<file path="config.mk">
export PLATFORM = sky130hd
export DESIGN_NAME = ntsc_dac_arbiter
export DESIGN_NICKNAME = d
export VERILOG_FILES = /design/src/rtl/ntsc_pkg.sv /design/src/rtl/ntsc_rr_frame_fsm.sv /design/src/rtl/ntsc_dac_arbiter.sv
export SDC_FILE = /design/constraint.sdc
export NUM_CORES = 1
export LEC_CHECK = 0
export ABC_AREA = 1
export CELL_PAD_IN_SITES_DETAIL_PLACEMENT = 1
export CELL_PAD_IN_SITES_GLOBAL_PLACEMENT = 1
export CORE_MARGIN = 8
export CORE_UTILIZATION = 28
export CTS_BUF_LIST = sky130_fd_sc_hd__clkbuf_4 sky130_fd_sc_hd__clkbuf_8 sky130_fd_sc_hd__clkbuf_16
export DETAILED_ROUTE_END_ITERATION = 10
export HOLD_SLACK_MARGIN = 0.02
export PLACE_DENSITY_LB_ADDON = 0.12
export REMOVE_ABC_BUFFERS = 1
export SETUP_SLACK_MARGIN = 0.02
export SYNTH_ARGS = -nofsm -noshare
export SYNTH_HDL_FRONTEND = slang
export SYNTH_SLANG_ARGS = --single-unit
</file>
<file path="constraint.sdc">
create_clock -name sclk -period 2.5 [get_ports sclk]
set_input_delay 0.25 -clock sclk [delete_from_list [all_inputs] [get_ports sclk]]
set_output_delay 0.25 -clock sclk [all_outputs]
set_load 0.05 [all_outputs]
</file>
<file path="src/rtl/ntsc_pkg.sv">
// Shared NTSC arbiter definitions: state encodings, DAC blank-level values and raster constants.
package ntsc_pkg;

    localparam int DW_DEF  = 10;
    localparam int H_TOTAL = 6360;
    localparam int V_TOTAL = 525;

    typedef enum logic [1:0] {
        ST_IDLE = 2'd0,
        ST_OWN0 = 2'd1,
        ST_OWN1 = 2'd2
    } arb_state_t;

    // DAC pin levels that show black with no sync pulse.
    localparam logic BLANK_N_BLANK = 1'b0;
    localparam logic SYNC_N_BLANK  = 1'b1;

    function automatic int hold_width(input int frames);
        return (frames > 1) ? $clog2(frames) : 1;
    endfunction

    function automatic logic [1:0] gnt_of_state(input arb_state_t s);
        return {s == ST_OWN1, s == ST_OWN0};
    endfunction

endpackage

</file>
<file path="src/rtl/ntsc_rr_frame_fsm.sv">
// Round-robin DAC ownership FSM that only re-evaluates on frame_start,
// with a minimum hold time while the other source is waiting.
//
//   state   | meaning
//   IDLE    | nobody owns the DAC; outputs sit at blank with source 0 sync
//   OWN0    | colorbar generator drives the DAC
//   OWN1    | external frame source drives the DAC
module ntsc_rr_frame_fsm
    import ntsc_pkg::*;
#(
    parameter int HOLD_FRAMES = 60
) (
    input  logic       sclk,
    input  logic       rst_n,
    input  logic       frame_start,
    input  logic [1:0] req,
    output logic [1:0] gnt,
    output logic       gnt_chg
);

    localparam int HW = hold_width(HOLD_FRAMES);
    localparam logic [HW-1:0] HOLD_MAX = HW'(HOLD_FRAMES - 1);

    arb_state_t      state;
    arb_state_t      state_next;
    logic            last_owner;
    logic [HW-1:0]   hold_cnt;
    logic            hold_done;

    assign hold_done = (hold_cnt == HOLD_MAX);

    always_comb begin
        state_next = state;
        if (frame_start) begin
            unique case (state)
                ST_IDLE: begin
                    unique case (req)
                        2'b01:   state_next = ST_OWN0;
                        2'b10:   state_next = ST_OWN1;
                        2'b11:   state_next = last_owner ? ST_OWN0 : ST_OWN1;
                        default: state_next = ST_IDLE;
                    endcase
                end
                ST_OWN0: begin
                    if (!req[0]) begin
                        state_next = req[1] ? ST_OWN1 : ST_IDLE;
                    end else if (req[1] && hold_done) begin
                        state_next = ST_OWN1;
                    end
                end
                ST_OWN1: begin
                    if (!req[1]) begin
                        state_next = req[0] ? ST_OWN0 : ST_IDLE;
                    end else if (req[0] && hold_done) begin
                        state_next = ST_OWN0;
                    end
                end
                default: state_next = ST_IDLE;
            endcase
        end
    end

    always_ff @(posedge sclk or negedge rst_n) begin
        if (!rst_n) begin
            state      <= ST_IDLE;
            gnt        <= 2'b00;
            gnt_chg    <= 1'b0;
            last_owner <= 1'b1;
            hold_cnt   <= '0;
        end else begin
            state   <= state_next;
            gnt     <= gnt_of_state(state_next);
            gnt_chg <= (state_next != state);

            if (state_next != state) begin
                if (state_next == ST_OWN0) begin
                    last_owner <= 1'b0;
                end else if (state_next == ST_OWN1) begin
                    last_owner <= 1'b1;
                end
            end

            // Counter restarts on every handover and saturates so a long
            // uncontested ownership switches on the first contested frame.
            if ((state_next != state) || (state_next == ST_IDLE)) begin
                hold_cnt <= '0;
            end else if (frame_start && !hold_done) begin
                hold_cnt <= hold_cnt + 1'b1;
            end
        end
    end

endmodule

</file>
<file path="src/rtl/ntsc_dac_arbiter.sv">
// Shares one ADV7123 DAC between the colorbar generator and an external
// source; ownership changes only at frame boundaries, pins are registered.
module ntsc_dac_arbiter
    import ntsc_pkg::*;
#(
    parameter int DW          = DW_DEF,
    parameter int HOLD_FRAMES = 60
) (
    input  logic          sclk,
    input  logic          rst_n,
    input  logic          frame_start,
    input  logic [1:0]    req,
    input  logic [DW-1:0] src0_red,
    input  logic [DW-1:0] src0_green,
    input  logic [DW-1:0] src0_blue,
    input  logic          src0_blank_n,
    input  logic          src0_sync_n,
    input  logic [DW-1:0] src1_red,
    input  logic [DW-1:0] src1_green,
    input  logic [DW-1:0] src1_blue,
    input  logic          src1_blank_n,
    input  logic          src1_sync_n,
    output logic [1:0]    gnt,
    output logic          gnt_chg,
    output logic [DW-1:0] red,
    output logic [DW-1:0] green,
    output logic [DW-1:0] blue,
    output logic          blank_n,
    output logic          sync_n
);

    logic [DW-1:0] mux_red;
    logic [DW-1:0] mux_green;
    logic [DW-1:0] mux_blue;
    logic          mux_blank_n;
    logic          mux_sync_n;

    ntsc_rr_frame_fsm #(
        .HOLD_FRAMES (HOLD_FRAMES)
    ) u_fsm (
        .sclk        (sclk),
        .rst_n       (rst_n),
        .frame_start (frame_start),
        .req         (req),
        .gnt         (gnt),
        .gnt_chg     (gnt_chg)
    );

    // Mux keys off the pre-edge grant, so the switching edge still carries
    // the old owner's sample and the new owner appears one edge later.
    always_comb begin
        mux_red     = '0;
        mux_green   = '0;
        mux_blue    = '0;
        mux_blank_n = BLANK_N_BLANK;
        mux_sync_n  = src0_sync_n;
        unique case (gnt)
            2'b01: begin
                mux_red     = src0_red;
                mux_green   = src0_green;
                mux_blue    = src0_blue;
                mux_blank_n = src0_blank_n;
                mux_sync_n  = src0_sync_n;
            end
            2'b10: begin
                mux_red     = src1_red;
                mux_green   = src1_green;
                mux_blue    = src1_blue;
                mux_blank_n = src1_blank_n;
                mux_sync_n  = src1_sync_n;
            end
            default: ;
        endcase
    end

    always_ff @(posedge sclk or negedge rst_n) begin
        if (!rst_n) begin
            red     <= '0;
            green   <= '0;
            blue    <= '0;
            blank_n <= BLANK_N_BLANK;
            sync_n  <= SYNC_N_BLANK;
        end else begin
            red     <= mux_red;
            green   <= mux_green;
            blue    <= mux_blue;
            blank_n <= mux_blank_n;
            sync_n  <= mux_sync_n;
        end
    end

endmodule
</file>
## After elaboration in Yosys (flattened, before gate mapping)

Index checks and enable logic that the tools add are counted.

- Multiplexer cells: 19
- Add/sub/neg operators: 1
- Equal/unequal tests: 11
- Reductions and logical operators: 10

Operator list:

| cell | number |
|---|---|
| $pmux 10 s2 | 3 |
| $mux 2 | 7 |
| $mux 6 | 2 |
| $pmux 2 s3 | 2 |
| $eq 2x2->1 const B | 5 |
| $eq 2x1->1 const B | 4 |
| $add 6x1->6 const B | 1 |
| $eq 6x6->1 const B | 1 |
| $logic_not 2->1 | 2 |
| $mux 1 | 4 |
| $reduce_bool 2->1 | 2 |
| $logic_and 1x1->1 | 3 |
| $ne 2x2->1 | 1 |
| $pmux 1 s2 | 1 |
| $reduce_and 2->1 | 1 |
| $logic_not 1->1 | 1 |
| $logic_or 1x1->1 | 1 |

- Input bits: 69
- Register bits after elaboration: 44
- Output and inout bits: 35

## Logic depth before layout (Yosys ltp)

Gate-level depths: netlist of run 1.

- Depth in word-level cells: 9
- Depth in mapped cells: 14
- Mapped depth without buffers: 14

## By module

A second synthesis of run 1 with hierarchy kept.

- Cell total of the unflattened synthesis: 239
- Area, all modules: 2203.4 um^2

Modules (own cells, without submodules):

| module | area each (um^2) | instances | cells an instance | sequential area each (um^2) |
|---|---|---|---|---|
| ntsc_dac_arbiter | 1438.9 | 1 | 142 | 802.0 |
| ntsc_rr_frame_fsm | 764.5 | 1 | 97 | 301.5 |

## Worst setup path after synthesis of run 1

Ideal clock, no wire load.

- Kind: register to register
- Start: reg u_fsm.hold_cnt[0]
- End: reg u_fsm.hold_cnt[5]
- Required time: 2.431 ns
- Path buffers: 0
- Stages on the path, launching flop included: 15
- Slack: 0.691 ns
- Data arrival time: 1.740 ns
- Path through: dfrtp_1 > ha_1 > nand2_1 > nor2_2 > nand3_1 > nand2_1 > nand2_1 > nand2_1 > nand2_1 > o21ai_0 > inv_1 > ha_1 > inv_1 > nand4_4 > nor2_2

- Longest elaborated chain between the ends: 9
- Elaborated cells between the ends (all ways): 18

RTL lines:

| item | RTL line | source |
|---|---|---|
| from (decl) | ntsc_rr_frame_fsm.sv:27 | `logic [HW-1:0] hold_cnt;` |
| from (signal assigned) | ntsc_rr_frame_fsm.sv:88 | `hold_cnt <= hold_cnt + 1'b1;` |
| $eq 6x6->1 * | ntsc_rr_frame_fsm.sv:30 | `assign hold_done = (hold_cnt == HOLD_MAX);` |
| $logic_and 1x1->1, on equally long branches | ntsc_rr_frame_fsm.sv:54, ntsc_rr_frame_fsm.sv:47 |  |
| $mux 2, on equally long branches | ntsc_rr_frame_fsm.sv:54, ntsc_rr_frame_fsm.sv:47 |  |
| $mux 2, on equally long branches | ntsc_rr_frame_fsm.sv:52, ntsc_rr_frame_fsm.sv:45 |  |
| $pmux 2 s3 * | ntsc_rr_frame_fsm.sv:35 | `unique case (state)` |
| $mux 2 * | ntsc_rr_frame_fsm.sv:34 | `if (frame_start) begin` |
| named net u_fsm.state_next[0] | ntsc_rr_frame_fsm.sv:25 | `arb_state_t state_next;` |
| $ne 2x2->1 / $logic_not 2->1 (equally long branches) | ntsc_rr_frame_fsm.sv:85 | `if ((state_next != state) \|\| (state_next == ST_IDLE)) begin` |
| $logic_or 1x1->1 * | ntsc_rr_frame_fsm.sv:85 |  |
| $mux 6 / $reduce_bool 2->1 (equally long branches) | n/a |  |

Mark *: on every way through the listed nets, which the timed path passes. The rest lies on a longest branch. The select of a mux whose other input is x is not followed.
A chain may end at the register's enable or synchronous reset.

## Final worst setup path of run 1

- Start: reg u_fsm.hold_cnt[0]
- End: reg u_fsm.hold_cnt[3]

The elaborated chain is that of the path after synthesis.

==> results of run 1 <==
registers in the layout (all words and copies together), names as in the netlist:
register / count
u_fsm.state: 2
red: 10
green: 10
u_fsm.last_owner: 1
sync_n: 1
blue: 10
u_fsm.hold_cnt: 6
u_fsm.gnt: 2
blank_n: 1
u_fsm.gnt_chg: 1
final timing paths:
check,from,endpoint,slack (ps),depth (start not counted)
max in group asynchronous,rst_n,u_fsm.last_owner$_DFFE_PN1P_,1690,2
setup reg to reg,u_fsm.hold_cnt[0]$_DFFE_PN0P_,u_fsm.hold_cnt[3]$_DFFE_PN0P_,400,14
hold / removal,rst_n,red[0]$_DFF_PN0_,110,1
min in group sclk,u_fsm.last_owner$_DFFE_PN1P_,u_fsm.last_owner$_DFFE_PN1P_,470,2
setup / recovery,u_fsm.hold_cnt[0]$_DFFE_PN0P_,u_fsm.hold_cnt[3]$_DFFE_PN0P_,400,14
hold reg to reg,u_fsm.last_owner$_DFFE_PN1P_,u_fsm.last_owner$_DFFE_PN1P_,470,2
cell type report:
| type | count | area [sq um] |
|---|---|---|
| well taps | 99 | 123.9 |
| repair buffers | 109 | 1071 |
| multi-input cells | 157 | 814.5 |
| fillers | 822 | 3821 |
| flip-flops and latches | 44 | 1104 |
| clock buffers | 8 | 103.9 |
| inverters | 16 | 60.06 |
cell families (layout without fill, tap and decap cells):
logic type	after synthesis	after routing	share of synthesized area [%]
fa+ha+maj	6	6	3.731
mux	2	2	1.119
flops	44	44	54.85
buf+inv	25	133	4.664
xor+xnor	5	5	2.177
compound gates	35	35	9.204
simple gates	109	109	24.25
power breakdown:
part / switching (W) / leakage (nW) / internal [W]
Clock: 0.000238 / 0.0549 / 0.000263
Combinational: 0.00131 / 0.744 / 0.000635
Sequential: 0.000103 / 0.594 / 0.000923
cell usage after synthesis:
| master | instances | area [sq um] |
|---|---|---|
| nand2_1 | 80 | 300.3 |
| dfrtp_1 | 42 | 1051 |
| a21oi_1 | 31 | 155.2 |
| inv_1 | 13 | 48.80 |
| nor2_1 | 11 | 41.29 |
| nand3_1 | 7 | 35.03 |
| clkbuf_1 | 6 | 22.52 |
| ha_1 | 6 | 75.07 |
| buf_1 | 3 | 11.26 |
| inv_2 | 3 | 11.26 |
| nor2_2 | 3 | 18.77 |
| xor2_1 | 3 | 26.28 |
| dfstp_2 | 2 | 52.55 |
| mux2_2 | 2 | 22.52 |
| nand3_2 | 2 | 20.02 |
| o21ai_0 | 2 | 10.01 |
| xnor2_1 | 2 | 17.52 |
| a21boi_2 | 1 | 11.26 |
| a21oi_2 | 1 | 8.760 |
| nand2_2 | 1 | 6.260 |
| nand4_2 | 1 | 12.51 |
| nand4_4 | 1 | 21.27 |
| nor3_2 | 1 | 10.01 |
| nor3_4 | 1 | 16.27 |
| or2_1 | 1 | 6.260 |
metal layers:
metal  vias up  routed length, um  track usage (%)
met5         -                  0                0
met4         0                 58            3.140
met3         6                676            7.251
met2        54               3218            22.57
met1       893               2560            15.34
li1        925                  -                -
cell usage in the layout, fill, tap and decap left out, drive strengths merged:
cell / count
a21boi: 1
a21oi: 32
buf: 7
clkbuf: 8
clkdlybuf4s50: 102
dfrtp: 42
dfstp: 2
ha: 6
inv: 16
mux2: 2
nand2: 81
nand3: 9
nand4: 2
nor2: 14
nor3: 2
o21ai: 2
or2: 1
xnor2: 2
xor2: 3
stage by stage:
step,instance area (sq um),hold slack [ps],std cells,power [W]
after floorplan,1978,-45.59,217,0.002257
after global placement,3173,464.4,425,0.003013
after detailed placement,3173,462.2,425,0.003034
after CTS,3277,160.3,433,0.003553
after global routing,3277,205.2,433,0.003730
final,3277,106.8,433,0.003475
==> impl_metrics.csv, run 1 <==
group,metric,value,unit
run_status,outcome,"complete, no violations",
global_route,grt_max_degree,45,
placed_design,gp_congestion,0.7390,
timing,finalCritPeriodShare,83.91,%
yosys,avgSynthCellArea,8.902,sq um
clock_network,cts_sinks,44,
critical_path,critPathCaptureType,"flop",
die,start_util,28.34,%
critical_path,arrival,2310,ps
power_and_ir_drop,p_leak,1.392,nW
yosys,syn-cell-area,2012,sq um
yosys,ys_seq_elements,44,
critical_path,cp_top_family,"simple AND/OR/NAND/NOR gates",
global_route,grt_pass1_wl,10900,um
global_route,grtUsageTotal,13.76,%
global_route,grt_pass1_vias,2163,
power_and_ir_drop,p_per_area,1060,nW/um^2
critical_path,crit_chain,"ha_1 -> nand2_1 -> nor2_2 -> nand3_1 -> nand2_1 -> nand2_1 -> nand2_1 -> nand2_1 -> o21ai_0 -> inv_1 -> ha_1 -> inv_1 -> nand4_4 -> nor2_1",
timing,hold_viol,0,
routing,vias,1878,
critical_path,critPathSlowestCell,"dfrtp_1",
routing,wirelength,6514,um
timing,rsz0062_at_grt,"false",
die,dieArea,10150,sq um
clock_network,cts_root_buffer,"clkbuf_8",
timing,final.setup_skew,9.841,ps
yosys,synth-seq-area-share,54.85,%
clock_network,clkTransAtPathRegs,80,ps
global_route,antenna_found_initial,0,
yosys,synth_cells,226,
routing,via_per_inst,4.337,
clock_network,cts_tree,"yes",
cells_and_area,antenna_cells,0,
yosys,yosys_warnings,0,
hold_path,hp-class,"primary input to async pin",
power_and_ir_drop,ir_worst_vdd,0.4019,mV
clock_network,worstSkewPairLatency,300,ps
clock_network,clock_path_buffers,2,
die,pin_count,104,
routing,wl_per_cell,15.04,um
die,die_w,100.8,um
routing,drc_errors,0,
cells_and_area,final_nets,408,
critical_path,worst_path_largest_cell_delay,390,ps
critical_path,crit_fanout,6,
critical_path,crit_path_start_kind,"flop",
placed_design,pre_cts_ws,281.6,ps
routing,dr.pass1.iters,3,
timing,drv_slew,0,
job,maxCapViolations,0,
die,core_area,7098,sq um
yosys,synth_cell_types,25,
die,rows,31,
timing,maxSlewHeadroom,34.35,%
critical_path,cp.required,2720,ps
timing,worstMarginPinSlew,984.8,ps
cells_and_area,final_util,46.17,%
timing,finalWorstSetupSlack,402.3,ps
placed_design,io_buffers,103,
clock_network,cts_setup_buffers,0,
routing,drtIter0Drc,41,
timing,period_minus_slack,2098,ps
die,die_h,100.8,um
timing,setup_tns,0,ps
cells_and_area,syn2layout_area_growth,62.87,%
critical_path,path_buf_inv,2,
clock_network,cts.repair.resized,0,
clock_network,cts_inserted_buffers,5,
placed_design,dp_hpwl,5110,um
clock_network,cts-htree-levels,2,
clock_network,postCtsHoldBufs,0,
critical_path,crit_path_frequent_cell,"nand2_1",
routing,antenna_left,0,
global_route,grt_overflow,0,
timing,setup_viol,0,
timing,clock.fmax,476.7,MHz
cells_and_area,drive_above_1_share,10.18,%
critical_path,path_class,"flop to flop",
(Power assumes the default switching activity.)
==> run 2: changes to the inputs <==
==> constraint.sdc (replaced) <==
create_clock -name sclk -period 2.15 [get_ports sclk]
set_input_delay 0.215 -clock sclk [delete_from_list [all_inputs] [get_ports sclk]]
set_output_delay 0.215 -clock sclk [all_outputs]
set_load 0.05 [all_outputs]
==> run 2 against run 1 <==
Sequential power is 15% higher; total power is 21% higher; flip-flop and latch count stayed put; global-route usage is 0.63 points lower; die area stayed put; worst hold slack better by 350 ps; non-clock buffer count is 2 higher; wire length is 2.5% lower; combinational power is 19% higher; clock power is 38% higher; largest power group unchanged; highest routed layer unchanged.
==> impl_metrics.csv, run 2 (synthesized netlist as in run 1, its figures left out) <==
group,metric,value,unit
routing,antenna_left,0,
timing,clock.fmax,517.0,MHz
die,rows,31,
critical_path,arrival,2170,ps
global_route,antenna_found_initial,0,
timing,drv_slew,0,
die,die_h,100.8,um
timing,finalCritPeriodShare,89.97,%
power_and_ir_drop,swShare,46.24,%
cells_and_area,drive_above_1_share,12.50,%
routing,drtIter0Drc,35,
hold_path,hp-class,"primary input to flop",
critical_path,path_class,"flop to flop",
global_route,grt_max_degree,45,
routing,vias,1887,
cells_and_area,final_nets,410,
critical_path,crit_fanout,3,
power_and_ir_drop,ir_worst_vdd,0.3615,mV
power_and_ir_drop,internal-power,0.002258,W
clock_network,cts_tree,"yes",
die,dieArea,10150,sq um
job,maxCapViolations,0,
global_route,grt_overflow,0,
die,core_area,7098,sq um
placed_design,dp_hpwl,4882,um
clock_network,clkTransAtPathRegs,80,ps
timing,setup_tns,0,ps
run_status,outcome,"complete, no violations",
clock_network,cts-htree-levels,2,
timing,final.setup_skew,3.527,ps
die,die_w,100.8,um
placed_design,io_buffers,103,
routing,via_per_inst,4.338,
cells_and_area,antenna_cells,0,
die,pin_count,104,
power_and_ir_drop,p_leak,1.413,nW
power_and_ir_drop,combPwrFrac,55.4,%
power_and_ir_drop,p_switching,0.001942,W
clock_network,cts_sinks,44,
placed_design,placed_cell_area,3186,sq um
cells_and_area,fin_area,3346,sq um
clock_network,cts_root_buffer,"clkbuf_8",
clock_network,clock_path_buffers,2,
routing,wl_per_cell,14.60,um
global_route,grtUsageTotal,13.13,%
timing,hold_viol,0,
routing,wirelength,6349,um
cells_and_area,final_common_cell,"clkdlybuf4s50_1",
cells_and_area,reg.largest.list,"blue (10), green (10), red (10)",
timing,holdWs,459.4,ps
power_and_ir_drop,p_per_area,1255,nW/um^2
power_and_ir_drop,seq_power_share,28.2,%
cells_and_area,syn2layout_area_growth,66.29,%
timing,rsz0062_at_grt,"true",
clock_network,cts_inserted_buffers,5,
routing,drc_errors,0,
clock_network,worstSkewPairLatency,290,ps
power_and_ir_drop,pwr-share-clk,16.4,%
timing,worstMarginPinSlew,572.3,ps
global_route,grt_pass1_wl,10420,um
cells_and_area,layout_common_cells,"clkdlybuf4s50_1, nand2_1, dfrtp_1",
placed_design,gp_congestion,0.6864,
global_route,grt_pass1_vias,2128,
routing,dr.pass1.iters,4,
critical_path,critPathCaptureType,"flop",
timing,maxSlewHeadroom,61.72,%
critical_path,crit_path_start_kind,"flop",
timing,period_minus_slack,1934,ps
die,start_util,28.34,%
critical_path,cp.required,2380,ps
timing,setup_viol,0,
[run 2: path summary, 6_finish.rpt]
check | endpoint | depth (start not counted) | slack, ps | start
hold / removal | blue[8]$_DFF_PN0_ | 3 | 460 | src1_blue[8]
setup / recovery | u_fsm.last_owner$_DFFE_PN1P_ | 13 | 220 | u_fsm.hold_cnt[0]$_DFFE_PN0P_
min in group asynchronous | red[0]$_DFF_PN0_ | 3 | 540 | rst_n
setup reg to reg | u_fsm.last_owner$_DFFE_PN1P_ | 13 | 220 | u_fsm.hold_cnt[0]$_DFFE_PN0P_
hold reg to reg | u_fsm.last_owner$_DFFE_PN1P_ | 2 | 480 | u_fsm.last_owner$_DFFE_PN1P_
max in group asynchronous | u_fsm.last_owner$_DFFE_PN1P_ | 3 | 1210 | rst_n
[run 2: worst max-delay path, cell delays in order, from the launching register on]
cell,delay [ps]
dfrtp_1,390
ha_2,190
nand2_1,60
nor2_2,140
nand3_1,140
a21oi_2,220
nand2_2,90
nand2_1,80
o21ai_2,80
ha_1,270
inv_1,70
nand2_1,50
nand2_1,50
nand2_1,40
[run 2: per-stage QoR]
step / setup WS, ps / util [%] / power (W) / std cells
6_report: 215.7 / 47.14 / 0.004200 / 435
5_1_grt: -19.47 / 47.14 / 0.004487 / 435
4_1_cts: 59.10 / 46.80 / 0.004238 / 434
3_5_place_dp: -12.21 / 44.88 / 0.003532 / 425
3_3_place_gp: 55.66 / 44.88 / 0.003519 / 425
2_1_floorplan: 311.5 / - / 0.002625 / 217
[run 2: layout make-up]
cell class / instances / area [sq um]
well taps: 99 / 123.9
repair buffers: 111 / 1101
fillers: 817 / 3752
clock buffers: 7 / 96.34
flip-flops and latches: 44 / 1104
inverters: 16 / 60.06
multi-input cells: 157 / 830.8
clock inverters: 1 / 30.03
[run 2: power by group through the flow]
stage | combinational [W] | sequential [W] | clock [W]
global route | 0.00254 | 0.00122 | 0.000733
detailed placement | 0.00233 | 0.00120 | 0
global placement | 0.00232 | 0.00120 | 0
CTS | 0.00234 | 0.00119 | 0.000709
floorplan | 0.000724 | 0.00190 | 0
finish | 0.00233 | 0.00118 | 0.000691
[run 2: repair_timing]
action                                 in CTS  in global routing
buffers inserted                            0                  1
resized for setup                           0                  8
endpoints found under the hold margin      22                  0
setup endpoints to repair                   0                  7
hold buffers                                1                  0
[run 2: layer usage]
layer / GRT usage [%] / vias up / part of all wire, %
met1: 13.47 / 900 / 38
met4: 3.837 / 0 / 1.1
met5: 0 / - / 0
met3: 7.597 / 6 / 11
li1: - / 929 / -
met2: 22.11 / 52 / 49
